**config.mk**
```make
export PLATFORM = sky130hd
export DESIGN_NAME = boot_sequencer
export DESIGN_NICKNAME = d
export VERILOG_FILES = /design/src/rtl/boot_sequencer.sv
export SDC_FILE = /design/constraint.sdc
export NUM_CORES = 1
export LEC_CHECK = 0
export CORE_MARGIN = 2
export CORE_UTILIZATION = 45
export DETAILED_ROUTE_END_ITERATION = 10
export PLACE_DENSITY = 0.84
export SYNTH_ARGS = -nofsm -noshare
export SYNTH_HDL_FRONTEND = slang
export SYNTH_SLANG_ARGS = --single-unit
```
**constraint.sdc**
```tcl
create_clock -name clock -period 7.2 [get_ports clock]
set_input_delay 1.44 -clock clock [delete_from_list [all_inputs] [get_ports clock]]
set_output_delay 1.44 -clock clock [all_outputs]
set_load 0.02 [all_outputs]
```
**src/rtl/boot_sequencer.sv**
```systemverilog
// rtl/boot_sequencer.sv - BIOS boot sequencer: register-file clear, BIOS word load into
// instruction memory, then two-phase instruction fetch with halt support.
module boot_sequencer #(
  parameter int MAX_WORDS    = 256,
  parameter int CLEAR_CYCLES = 4
) (
  input  logic        clock,
  input  logic        reset,
  input  logic        start,
  input  logic        bios_valid,
  input  logic [31:0] bios_data,
  input  logic        bios_last,
  output logic        bios_ready,
  input  logic [31:0] pc_in,
  input  logic        halt,
  output logic [31:0] mem_address,
  output logic [31:0] mem_data,
  output logic        mem_cs_n,
  output logic        mem_we,
  output logic        mem_oe,
  output logic        on_bios,
  output logic        reg_file_reset,
  output logic        enable_pc,
  output logic [31:0] word_count,
  output logic        error
);

  localparam int CW = (CLEAR_CYCLES > 1) ? $clog2(CLEAR_CYCLES) : 1;

  typedef enum logic [2:0] {IDLE, CLEAR, LOAD, RUN, HALTED, ERROR} stateType;

  stateType      state, stateNext;
  logic [CW-1:0] clearCount, clearCountNext;
  logic          loadDone, loadDoneNext;
  logic          phaseB, phaseBNext;
  logic          biosReadyNext, memCsNNext, memWeNext, memOeNext;
  logic          onBiosNext, regFileResetNext, enablePcNext, errorNext;
  logic [31:0]   memAddressNext, memDataNext, wordCountNext;
  logic          accept;

  assign accept = bios_valid && bios_ready;

  always_comb begin
    stateNext        = state;
    clearCountNext   = clearCount;
    loadDoneNext     = loadDone;
    phaseBNext       = phaseB;
    biosReadyNext    = bios_ready;
    memAddressNext   = mem_address;
    memDataNext      = mem_data;
    memCsNNext       = mem_cs_n;
    memWeNext        = 1'b0;
    memOeNext        = mem_oe;
    onBiosNext       = on_bios;
    regFileResetNext = reg_file_reset;
    enablePcNext     = 1'b0;
    wordCountNext    = word_count;
    errorNext        = error;

    case (state)
      IDLE: begin
        if (start) begin
          stateNext      = CLEAR;
          clearCountNext = '0;
        end
      end
      CLEAR: begin
        if (clearCount == CW'(CLEAR_CYCLES - 1)) begin
          stateNext        = LOAD;
          regFileResetNext = 1'b0;
          biosReadyNext    = 1'b1;
          memCsNNext       = 1'b0;
          memOeNext        = 1'b0;
          loadDoneNext     = 1'b0;
        end else begin
          clearCountNext = clearCount + 1'b1;
        end
      end
      LOAD: begin
        // loadDone marks the cycle carrying the final write; RUN follows it.
        if (loadDone) begin
          stateNext  = RUN;
          onBiosNext = 1'b0;
          memOeNext  = 1'b1;
          memCsNNext = 1'b0;
          phaseBNext = 1'b0;
        end else if (accept) begin
          memWeNext      = 1'b1;
          memAddressNext = word_count;
          memDataNext    = bios_data;
          if (word_count != 32'(MAX_WORDS))
            wordCountNext = word_count + 32'd1;
          if (bios_last) begin
            biosReadyNext = 1'b0;
            loadDoneNext  = 1'b1;
          end else if (word_count == 32'(MAX_WORDS - 1)) begin
            biosReadyNext = 1'b0;
            errorNext     = 1'b1;
            stateNext     = ERROR;
          end
        end
      end
      RUN: begin
        if (halt) begin
          stateNext = HALTED;
        end else if (!phaseB) begin
          memAddressNext = pc_in;
          enablePcNext   = 1'b1;
          phaseBNext     = 1'b1;
        end else begin
          phaseBNext = 1'b0;
        end
      end
      HALTED: begin
        if (!halt) begin
          stateNext  = RUN;
          phaseBNext = 1'b0;
        end
      end
      ERROR: begin
        // Entered with the overflowing write still on the bus; quiesce afterwards.
        memCsNNext    = 1'b1;
        memOeNext     = 1'b0;
        onBiosNext    = 1'b1;
        biosReadyNext = 1'b0;
      end
      default: stateNext = IDLE;
    endcase
  end

  always_ff @(posedge clock) begin
    if (reset) begin
      state          <= IDLE;
      clearCount     <= '0;
      loadDone       <= 1'b0;
      phaseB         <= 1'b0;
      bios_ready     <= 1'b0;
      mem_address    <= '0;
      mem_data       <= '0;
      mem_cs_n       <= 1'b1;
      mem_we         <= 1'b0;
      mem_oe         <= 1'b0;
      on_bios        <= 1'b1;
      reg_file_reset <= 1'b1;
      enable_pc      <= 1'b0;
      word_count     <= '0;
      error          <= 1'b0;
    end else begin
      state          <= stateNext;
      clearCount     <= clearCountNext;
      loadDone       <= loadDoneNext;
      phaseB         <= phaseBNext;
      bios_ready     <= biosReadyNext;
      mem_address    <= memAddressNext;
      mem_data       <= memDataNext;
      mem_cs_n       <= memCsNNext;
      mem_we         <= memWeNext;
      mem_oe         <= memOeNext;
      on_bios        <= onBiosNext;
      reg_file_reset <= regFileResetNext;
      enable_pc      <= enablePcNext;
      word_count     <= wordCountNext;
      error          <= errorNext;
    end
  end

endmodule
```
==> impl_results.md, run 1 <==
- Sw Ratio: 30.5%
- Vias in the first global route: 4694
- Hold Vio Cnt, Final: 0
- Post-DR vias/cell: 5.53
- Dpl cell area: 6690 um^2
- Die area: 11800 um^2
- CP Capture Type: flip-flop
- Final critical-path share of the clock period: 45.1%
- First-pass DRT Iterations: 5
- Compound-Gate Fraction of Synth Area: 14.6%
- Post-synth top area share: 45.1%
- ANT nets after route: 0
- Layout cells sized above 1: 5.37%
- First-pass GRT wire length: 22000 um
- Sw Pwr: 379 uW
- Minimum clock period: 3.25 ns
- Leading area contributor after synthesis: dfxtp_1
- Via count: 4994
- FFs w/ async S/R, synth: 0%
- Pwr Density: 180 nW/um^2
- Post-Syn Area per Cell: 8.01 um^2
- Area Growth Syn to Fin: 39.9%
- Max-Cap Viols: 0
- Highest clock rate: 0.308 GHz
- Top Ports: 174
- Root buf cell: clkbuf_8
- Main flop type after synthesis: dfxtp_1
- DR iter-0 viols: 384
- CP max FO: 33
- Routed WL: 14000 um
- Initial antenna violation count: 0
- Sequential cell area fraction in the yosys report: 45.1%
- Clk pwr share: 29.9%
- Most area-consuming cells after synthesis: dfxtp_1 45%, nand2_1 9.0%, a311oi_1 5.7%
- Die Wd: 109 um
- DRC: 0
- Clk Latency, worst-skew pair: 0.38 ns
- Crit Path Category: in -> reg
- CTS HTree Levels: 3
- Syn Nets: 688
- ANT cells: 0
- Max-slew violations: 0
- Unrepaired setup endpoints after global routing: false
- Synthesized-area fraction occupied by adder cells: 0.762%
- Cell area after layout: 6890 um^2
- Largest net degree at the start of global routing: 109
- Tot GR Track Use: 23.1%
- # fillers: 922
- CTS sink count: 111
- Multiplexer share of the synthesized area: 0.889%
- CP Launch Type: input port
- Clock Pin Slew Worst Setup and Hold Paths: 0.11 ns
- Initial core utilization: 45.9%
- Xor/xnor share of the synthesized area: 3.56%
- Synth Register Bits: 111
- Main combinational cell family by area after synthesis: simple AND/OR/NAND/NOR gates
- Routed WL per cell: 15.5 um
- Hold WC Path Type: reg -> reg
- CTS tree: yes
- Most frequent cells in the layout: 172 x clkdlybuf4s50_1, 118 x nand2_1, 111 x dfxtp_1, 69 x nor2_1, 50 x nand3_1
- Placed wire-length estimate: 10000 um
- Cts repair resizes: 0
- Tot Pwr: 1.24 mW
- Site row count: 38
- Synth cell types: 49
- EDFF count, synth: 0
- VDD IR max: 0.129 mV
- Synth Area in Simple Gates: 30.8%
- CTS buffer count: 9
- Final RePlAce weighted congestion: 0.908
- Clock buffer depth: 2
- Reg power frac: 52.0%
- Commonest non-fill, non-tap cell in the layout: clkdlybuf4s50_1
- Combinational share of power: 18.0%
- Hold-fix buffers, CTS: 0
- Total gr overflow: 0
- # setup viols final: 0
- Yosys warns: 0
- Setup_tns: 0 ns
- Status: completed
- Mapped cell area: 4930 um^2
- Leak Pwr: 2.12 nW
- Syn Inst Count: 615
- Actual slew at the worst max-slew pin: 1.21 ns
- Skew final: 0.0239 ns
- Post-CTS setup buffers: 0
- Core region area: 10700 um^2
- Relative slew slack: 19.2%
- Final nets: 831
- Port bufs: 173
- Required time of the critical path: 7.42 ns
- R2R Setup Slk: 4.27 ns
- Critical path data arrival time: 3.46 ns
- P_int: 864 uW
- Die height: 109 um
==> cells in the mapped netlist (all sizes together) (2+ instances only) <==
master,instances
a21oi,44
a22oi,3
a311oi,32
a31oi,2
and2,3
and3,2
and4,4
buf,4
clkbuf,41
dfxtp,111
ha,3
inv,10
mux2,3
nand2,118
nand2b,8
nand3,50
nand4,11
nor2,71
nor2b,4
nor3,7
nor3b,2
nor4,21
o21ai,16
o31ai,2
or3,5
or4,3
xnor2,15
xor2,5
==> critical path, stage by stage <==
cell	delay, ns
clkdlybuf4s50_1	0.49
and2_1	0.23
nand3_1	0.87
nand2_1	0.32
a21oi_1	0.10
==> routing by layer <==
metal  vias to the layer above  wire, um  global-route usage (%)
li1                       2451         -                       -
met1                      2349      5720                    27.7
met2                       172      6820                    39.6
met3                        22      1220                    6.87
met4                         0       240                    7.88
met5                         -         0                       0
==> cells by family after synthesis <==
group / after synthesis
XOR/XNOR: 20
adder cells (fa/ha/maj): 3
flip-flops: 111
buffers and inverters: 55
AND/OR/NAND/NOR: 313
AO/OA/AOI/OAI: 109
multiplexers: 4
==> flip-flops by register name (all words and copies together), names as in the netlist, 2 cells and up <==
name and flops:
word_count 32, mem_address 32, state 3, clearCount 2
mem_data 32
==> final cells by class <==
type                       instances  area (um^2)  share of cell area (%)
clock buffer                       9          124                    1.80
clock inverter                     7         75.1                    1.09
inverter                          10         37.5                   0.545
multi-input combinational        449         2500                    36.3
tap                              140          175                    2.54
timing repair buffer             177         1760                    25.5
sequential                       111         2220                    32.2
==> metrics by stage <==
step,hold WS [ns],utilization [%],worst slack (ns),cells
3_3_place_gp,0.436,62.3,3.61,887
5_1_grt,0.483,64.1,3.75,903
3_5_place_dp,0.436,62.3,3.50,887
2_1_floorplan,0.455,-,4.35,615
6_report,0.452,64.1,3.95,903
4_1_cts,0.457,64.1,3.92,903
==> power groups by stage <==
| stage | combinational, mW | clock [mW] | sequential [mW] |
|---|---|---|---|
| after global placement | 0.216 | 0 | 0.659 |
| after detailed placement | 0.224 | 0 | 0.660 |
| after floorplan | 0.127 | 0 | 0.666 |
| final | 0.224 | 0.372 | 0.647 |
| after CTS | 0.224 | 0.383 | 0.646 |
| after global routing | 0.245 | 0.407 | 0.649 |
==> path summary, 6_finish.rpt <==
path,startpoint,endpoint,cells past startpoint
max,bios_valid,mem_data[2],5
min,reg_file_reset,reg_file_reset,2
max reg2reg,state[1],mem_address[2],5
min reg2reg,reg_file_reset,reg_file_reset,2
Power figures use the tool's default switching activity.
==> run 2, diff against run 1 <==
- clock period: 7.2 -> 3 ns (I/O delays scaled with it)
==> run 2 against run 1 <==
  * Hold slack gained 0.0028 ns
  * Sequential share of layout area shrank 0.17 points
  * Largest cell class unchanged
  * Sequential cell count is the same
==> impl_results.md, run 2 (synthesis results as in run 1) <==
- Tot GR Track Use: 23.9% (+0.74 points)
- Critical path data arrival time: 2.80 ns (-0.66 ns)
- ANT cells: 0 (unchanged)
- Place WS: 0.250 ns (-3.25 ns)
- Die Wd: 109 um (unchanged)
- Routed WL per cell: 15.6 um (+0.38%)
- Post-Layout Cell Count: 911 (+0.89%)
- R2R Path End: word_count[29]
- CP max FO: 13 (-61%)
- Final critical-path share of the clock period: 84.2%
- Hold-fix buffers, CTS: 0 (unchanged)
- Tot Pwr: 2.90 mW (+130%)
- Die area: 11800 um^2 (unchanged)
- Layout cells sized above 1: 5.97% (+0.59 points)
- Hold WC Path Type: reg -> reg
- Final RePlAce weighted congestion: 0.886 (-2.4%)
- # setup viols final: 0 (unchanged)
- Initial antenna violation count: 0 (unchanged)
- Highest clock rate: 0.396 GHz
- Final nets: 840 (+1.1%)
- VDD IR max: 0.262 mV (+100%)
- Top Ports: 174 (unchanged)
- Cells on worst reg2reg path: 5 (unchanged)
- Post-CTS setup buffers: 0 (unchanged)
- Vias in the first global route: 4933 (+5.1%)
- Required time of the critical path: 3.27 ns (-4.15 ns)
- Skew final: 0.00810 ns (-0.0158 ns)
- CTS HTree Levels: 3 (unchanged)
- Minimum clock period: 2.52 ns
- Leak Pwr: 2.15 nW (+1.2%)
- Die height: 109 um (unchanged)
- Largest net degree at the start of global routing: 60 (-45%)
- Actual slew at the worst max-slew pin: 0.742 ns (-0.466 ns)
- Area Growth Syn to Fin: 40.7%
- DRC: 0 (unchanged)
- Core region area: 10700 um^2 (unchanged)
- Worst r2r src: state[1]
- Setup crit start: state[1]
- First-pass GRT wire length: 22600 um (+2.7%)
- Hold Vio Cnt, Final: 0 (unchanged)
- Site row count: 38 (unchanged)
- Post-DR vias/cell: 5.63 (+1.7%)
- Port bufs: 173 (unchanged)
- Cell total after placement: 896 (+1.0%)
- Regs by FF count: mem_address: 32 flops, mem_data: 32 flops, word_count: 32 flops
- Routed WL: 14200 um (+1.3%)
- Crit-path max cell delay: 0.63 ns (-0.24 ns)
- DR iter-0 viols: 404 (+5.2%)
- Cts repair resizes: 0 (unchanged)
- Clk Latency, worst-skew pair: 0.38 ns (about the same)
- Final core utilization: 64.5% (+0.35 points)
- Clock Pin Slew Worst Setup and Hold Paths: 0.10 ns (about the same)
- Total gr overflow: 0 (unchanged)
- Initial core utilization: 45.9% (unchanged)
- R2R Setup Slk: 0.48 ns (-3.79 ns)
- Worst setup margin: 0.475 ns (-3.48 ns)
- CTS buffer count: 9 (unchanged)
- Max-Cap Viols: 0 (unchanged)
- ANT nets after route: 0 (unchanged)
- Clock buffer depth: 2 (unchanged)
- Pwr Density: 418 nW/um^2 (+130%)
- Most frequent cells in the layout: 172 x clkdlybuf4s50_1, 118 x nand2_1, 111 x dfxtp_1, 69 x nor2_1, 50 x nand3_1
- First-pass DRT Iterations: 5 (unchanged)
- Placed wire-length estimate: 10000 um (+0.12%)
- Relative slew slack: 50.2% (+31 points)
- Root buf cell: clkbuf_8
- Unrepaired setup endpoints after global routing: false
- Critical path, cell by cell: or4b_1 -> or4_4 -> nor4_2 -> a21oi_1 -> o21a_1
- Slowest cell on crit path: or4_4
- Crit Path Category: reg -> reg
- Critical Path Sink: word_count[29]
- CTS tree: yes
- CP Capture Type: flip-flop
- Setup_tns: 0 ns (unchanged)
- Commonest non-fill, non-tap cell in the layout: clkdlybuf4s50_1
- Status: completed
- Via count: 5126 (+2.6%)
- CTS sink count: 111 (unchanged)
- Max-slew violations: 0 (unchanged)
- CP Launch Type: flip-flop
[run 2: power by group]
| part | leakage [nW] | internal [mW] | switching (mW) | total, mW |
|---|---|---|---|---|
| clock | 0.0764 | 0.300 | 0.495 | 0.795 |
| combinational | 1.18 | 0.237 | 0.314 | 0.551 |
| sequential | 0.895 | 1.51 | 0.0378 | 1.55 |
| total | 2.15 | 2.05 | 0.847 | 2.90 |
[run 2: critical path, delay by kind of cell (launching register included)]
family,cells,cell delay [ns]
AND/OR/NAND/NOR,3,1.56
AO/OA/AOI/OAI,2,0.31
flip-flops,1,0.55
[run 2: stage by stage]
step / cell area (um^2) / hold slack (ns)
after floorplan: 4930 / 0.455
after global routing: 6930 / 0.482
final: 6930 / 0.455
after global placement: 6770 / 0.437
after CTS: 6930 / 0.456
after detailed placement: 6770 / 0.438
[run 2: metal layers]
layer  track usage, %  routed length (um)  vias up
li1                 -                   -     2471
met1             28.1                5650     2398
met4             9.98                 276        0
met2             40.4                6850      232
met5                0                   0        -
met3             7.29                1400       25
[run 2: worst min-delay path by stage]
stage	start	to	slack, ns	depth (start not counted)
global placement	on_bios	on_bios	0.44	2
detailed placement	reg_file_reset	reg_file_reset	0.44	2
floorplan	phaseB	enable_pc	0.46	1
finish	reg_file_reset	reg_file_reset	0.45	2
global route	mem_data[11]	mem_data[11]	0.48	2
CTS	reg_file_reset	reg_file_reset	0.46	2
[run 2: final cells by class]
| type | instances | area (um^2) |
|---|---|---|
| Sequential cell | 111 | 2220 |
| Multi-Input combinational cell | 449 | 2500 |
| Fill cell | 905 | 3810 |
| Inverter | 10 | 37.5 |
| Clock buffer | 12 | 135 |
| Tap cell | 140 | 175 |
| Timing Repair Buffer | 186 | 1840 |
| Clock inverter | 3 | 21.3 |
==> run 3, diff against run 2 <==
- CORE_UTILIZATION: 45 -> 41
- PLACE_DENSITY: 0.84 -> 0.81
- clock period: 3 -> 2.1 ns (I/O delays scaled with it)
==> run 3 against run 2 <==
  * Critical path depth up 1
  * Hold slack worse by 0.0018 ns
  * Critical endpoint is now word_count[21]
  * Global-route usage down 0.28 points
  * Cell count up 4.1%
  * Register-to-register slack worse by 0.47 ns
  * Combinational power up 59%
  * Sequential share of layout area down 2.4 points
  * Largest power group unchanged
  * Clock skew down 0.0019 ns
==> impl_results.md, run 3 (synthesis results as in run 1) <==
- Hold-fix buffers, CTS: 0 (unchanged)
- Final critical-path share of the clock period: 99.6% (+15 points)
- Layout cells sized above 1: 10.6% (+4.6 points)
- Commonest non-fill, non-tap cell in the layout: clkdlybuf4s50_1
- Die height: 114 um (+4.6%)
- Relative slew slack: 61.4% (+11 points)
- CP max FO: 5 (-8)
- Required time of the critical path: 2.34 ns (-0.93 ns)
- R2R Setup Slk: 0.007 ns (-0.47 ns)
- Final RePlAce weighted congestion: 0.873 (-1.5%)
- Unrepaired setup endpoints after global routing: true
- Clock Pin Slew Worst Setup and Hold Paths: 0.07 ns (-0.03 ns)
- Die Wd: 114 um (+4.6%)
- Tot Pwr: 4.81 mW (+66%)
- CTS buffer count: 9 (unchanged)
- CTS HTree Levels: 3 (unchanged)
- Worst r2r src: state[2]
- Cells on worst reg2reg path: 6 (+1)
- ANT nets after route: 0 (unchanged)
- Die area: 12900 um^2 (+9.4%)
- Status: completed
- CP Capture Type: flip-flop
- Highest clock rate: 0.478 GHz (+21%)
- Largest net degree at the start of global routing: 52 (-13%)
- Clk Latency, worst-skew pair: 0.35 ns (-0.03 ns)
- Routed WL: 15300 um (+7.7%)
- Skew final: 0.00618 ns (-0.00192 ns)
- # setup viols final: 0 (unchanged)
- VDD IR max: 0.406 mV (+55%)
- Vias in the first global route: 5069 (+2.8%)
- Routed WL per cell: 16.1 um (+3.5%)
- Crit Path Category: reg -> reg
- Hold Vio Cnt, Final: 0 (unchanged)
- Initial antenna violation count: 0 (unchanged)
- CTS tree: yes
- Setup crit start: state[2]
- Top Ports: 174 (unchanged)
- Cell area after layout: 7500 um^2 (+8.2%)
- Post-DR vias/cell: 5.48 (-2.6%)
- Minimum clock period: 2.09 ns (-0.432 ns)
- Placed wire-length estimate: 11000 um (+10%)
- Cell total after placement: 931 (+3.9%)
- Clock buffer depth: 2 (unchanged)
- Actual slew at the worst max-slew pin: 0.574 ns (-0.168 ns)
- Dpl cell area: 7160 um^2 (+5.6%)
- ANT cells: 0 (unchanged)
- # fillers: 982 (+8.5%)
- R2R Path End: word_count[21]
- Total gr overflow: 0 (unchanged)
- Leak Pwr: 2.60 nW (+21%)
- Tot GR Track Use: 23.6% (-0.28 points)
- Port bufs: 173 (unchanged)
- Post-Layout Cell Count: 948 (+4.1%)
- Site row count: 40 (+5.3%)
- First-pass DRT Iterations: 5 (unchanged)
- Max-Cap Viols: 0 (unchanged)
- DR iter-0 viols: 398 (-1.5%)
- Max-slew violations: 0 (unchanged)
- Most frequent cells in the layout: 172 x clkdlybuf4s50_1, 118 x nand2_1, 108 x dfxtp_1, 69 x nor2_1, 49 x nand3_1
- Root buf cell: clkbuf_16
- DRC: 0 (unchanged)
- Regs by FF count: mem_address: 32 flops, mem_data: 32 flops, word_count: 32 flops
- CP Launch Type: flip-flop
- Setup_tns: 0 ns (unchanged)
- Pwr Density: 642 nW/um^2 (+54%)
- First-pass GRT wire length: 24600 um (+8.8%)
- Area Growth Syn to Fin: 52.2%
- Hold WC Path Type: reg -> reg
- Core region area: 11900 um^2 (+10%)
- Final nets: 869 (+3.5%)
- Initial core utilization: 41.5% (-4.3 points)
- Via count: 5195 (+1.3%)
- Worst hold slack: 0.453 ns (-0.00180 ns)
- Critical Path Sink: word_count[21]
- CTS sink count: 111 (unchanged)
- Critical path data arrival time: 2.34 ns (-0.46 ns)
## run 3: changes by cell type in the layout (fill, tap and decap cells not counted), moves of 2 or more
cell / delta
dfxtp_1: -3
nor4_4: +11
clkbuf_16: +10
dfxtp_2: +3
nor4_2: -9
buf_12: +4
clkbuf_8: -8
buf_4: +24
nor4_1: -2
## run 3: worst min-delay path by stage
stage | from | end | slack, ns | cells past startpoint
after floorplan | phaseB | enable_pc | 0.46 | 1
after global placement | on_bios | on_bios | 0.44 | 2
after detailed placement | on_bios | on_bios | 0.44 | 2
after CTS | on_bios | on_bios | 0.46 | 2
after global routing | mem_data[31] | mem_data[31] | 0.47 | 2
final | on_bios | on_bios | 0.45 | 2
## run 3: critical path, stage by stage, from the launching register on
cell and delay (ns):
dfxtp_2 0.32, or4b_4 0.53, or4_4 0.57, buf_12 0.18, nor4_4 0.15, xnor2_1 0.16
nor2_1 0.06
## run 3: power by group
part           total, mW  switching, mW  internal, mW
registers           2.20         0.0346          2.16
clock network       1.74          0.774         0.964
logic              0.878          0.493         0.385
total               4.81           1.30          3.51
## run 3: final cells by class
class / count / area (um^2) / area share [%]
repair buffers: 215 / 2120 / 28.3
flip-flops and latches: 111 / 2230 / 29.7
well taps: 147 / 184 / 2.45
clock inverters: 4 / 52.6 / 0.701
clock buffers: 12 / 246 / 3.29
inverters: 10 / 37.5 / 0.501
multi-input cells: 449 / 2630 / 35.1
## run 3: what timing repair did
action | in CTS | in global routing
pin swaps | 1 | 3
setup buffers | 0 | 0
setup endpoints to repair | 9 | 11
resized for setup | 0 | 5
cloned | 0 | 1
## run 3: stage by stage
stage | utilization (%) | setup WS (ns)
6_report | 63.2 | 0.00742
5_1_grt | 63.2 | -0.0594
4_1_cts | 62.8 | 0.0116
3_5_place_dp | 60.3 | -0.150
3_3_place_gp | 60.3 | -0.0953
2_1_floorplan | - | -0.0907
## run 3: per-layer routing
layer  part of all wire, %  routed length [um]  GRT usage, %  up-vias
met5                     0                   0             0        -
met4                   1.7                 253          9.67        0
met3                    10                1570          8.02       22
met2                    47                7250          39.1      229
met1                    41                6190          28.2     2420
li1                      -                   -             -     2524
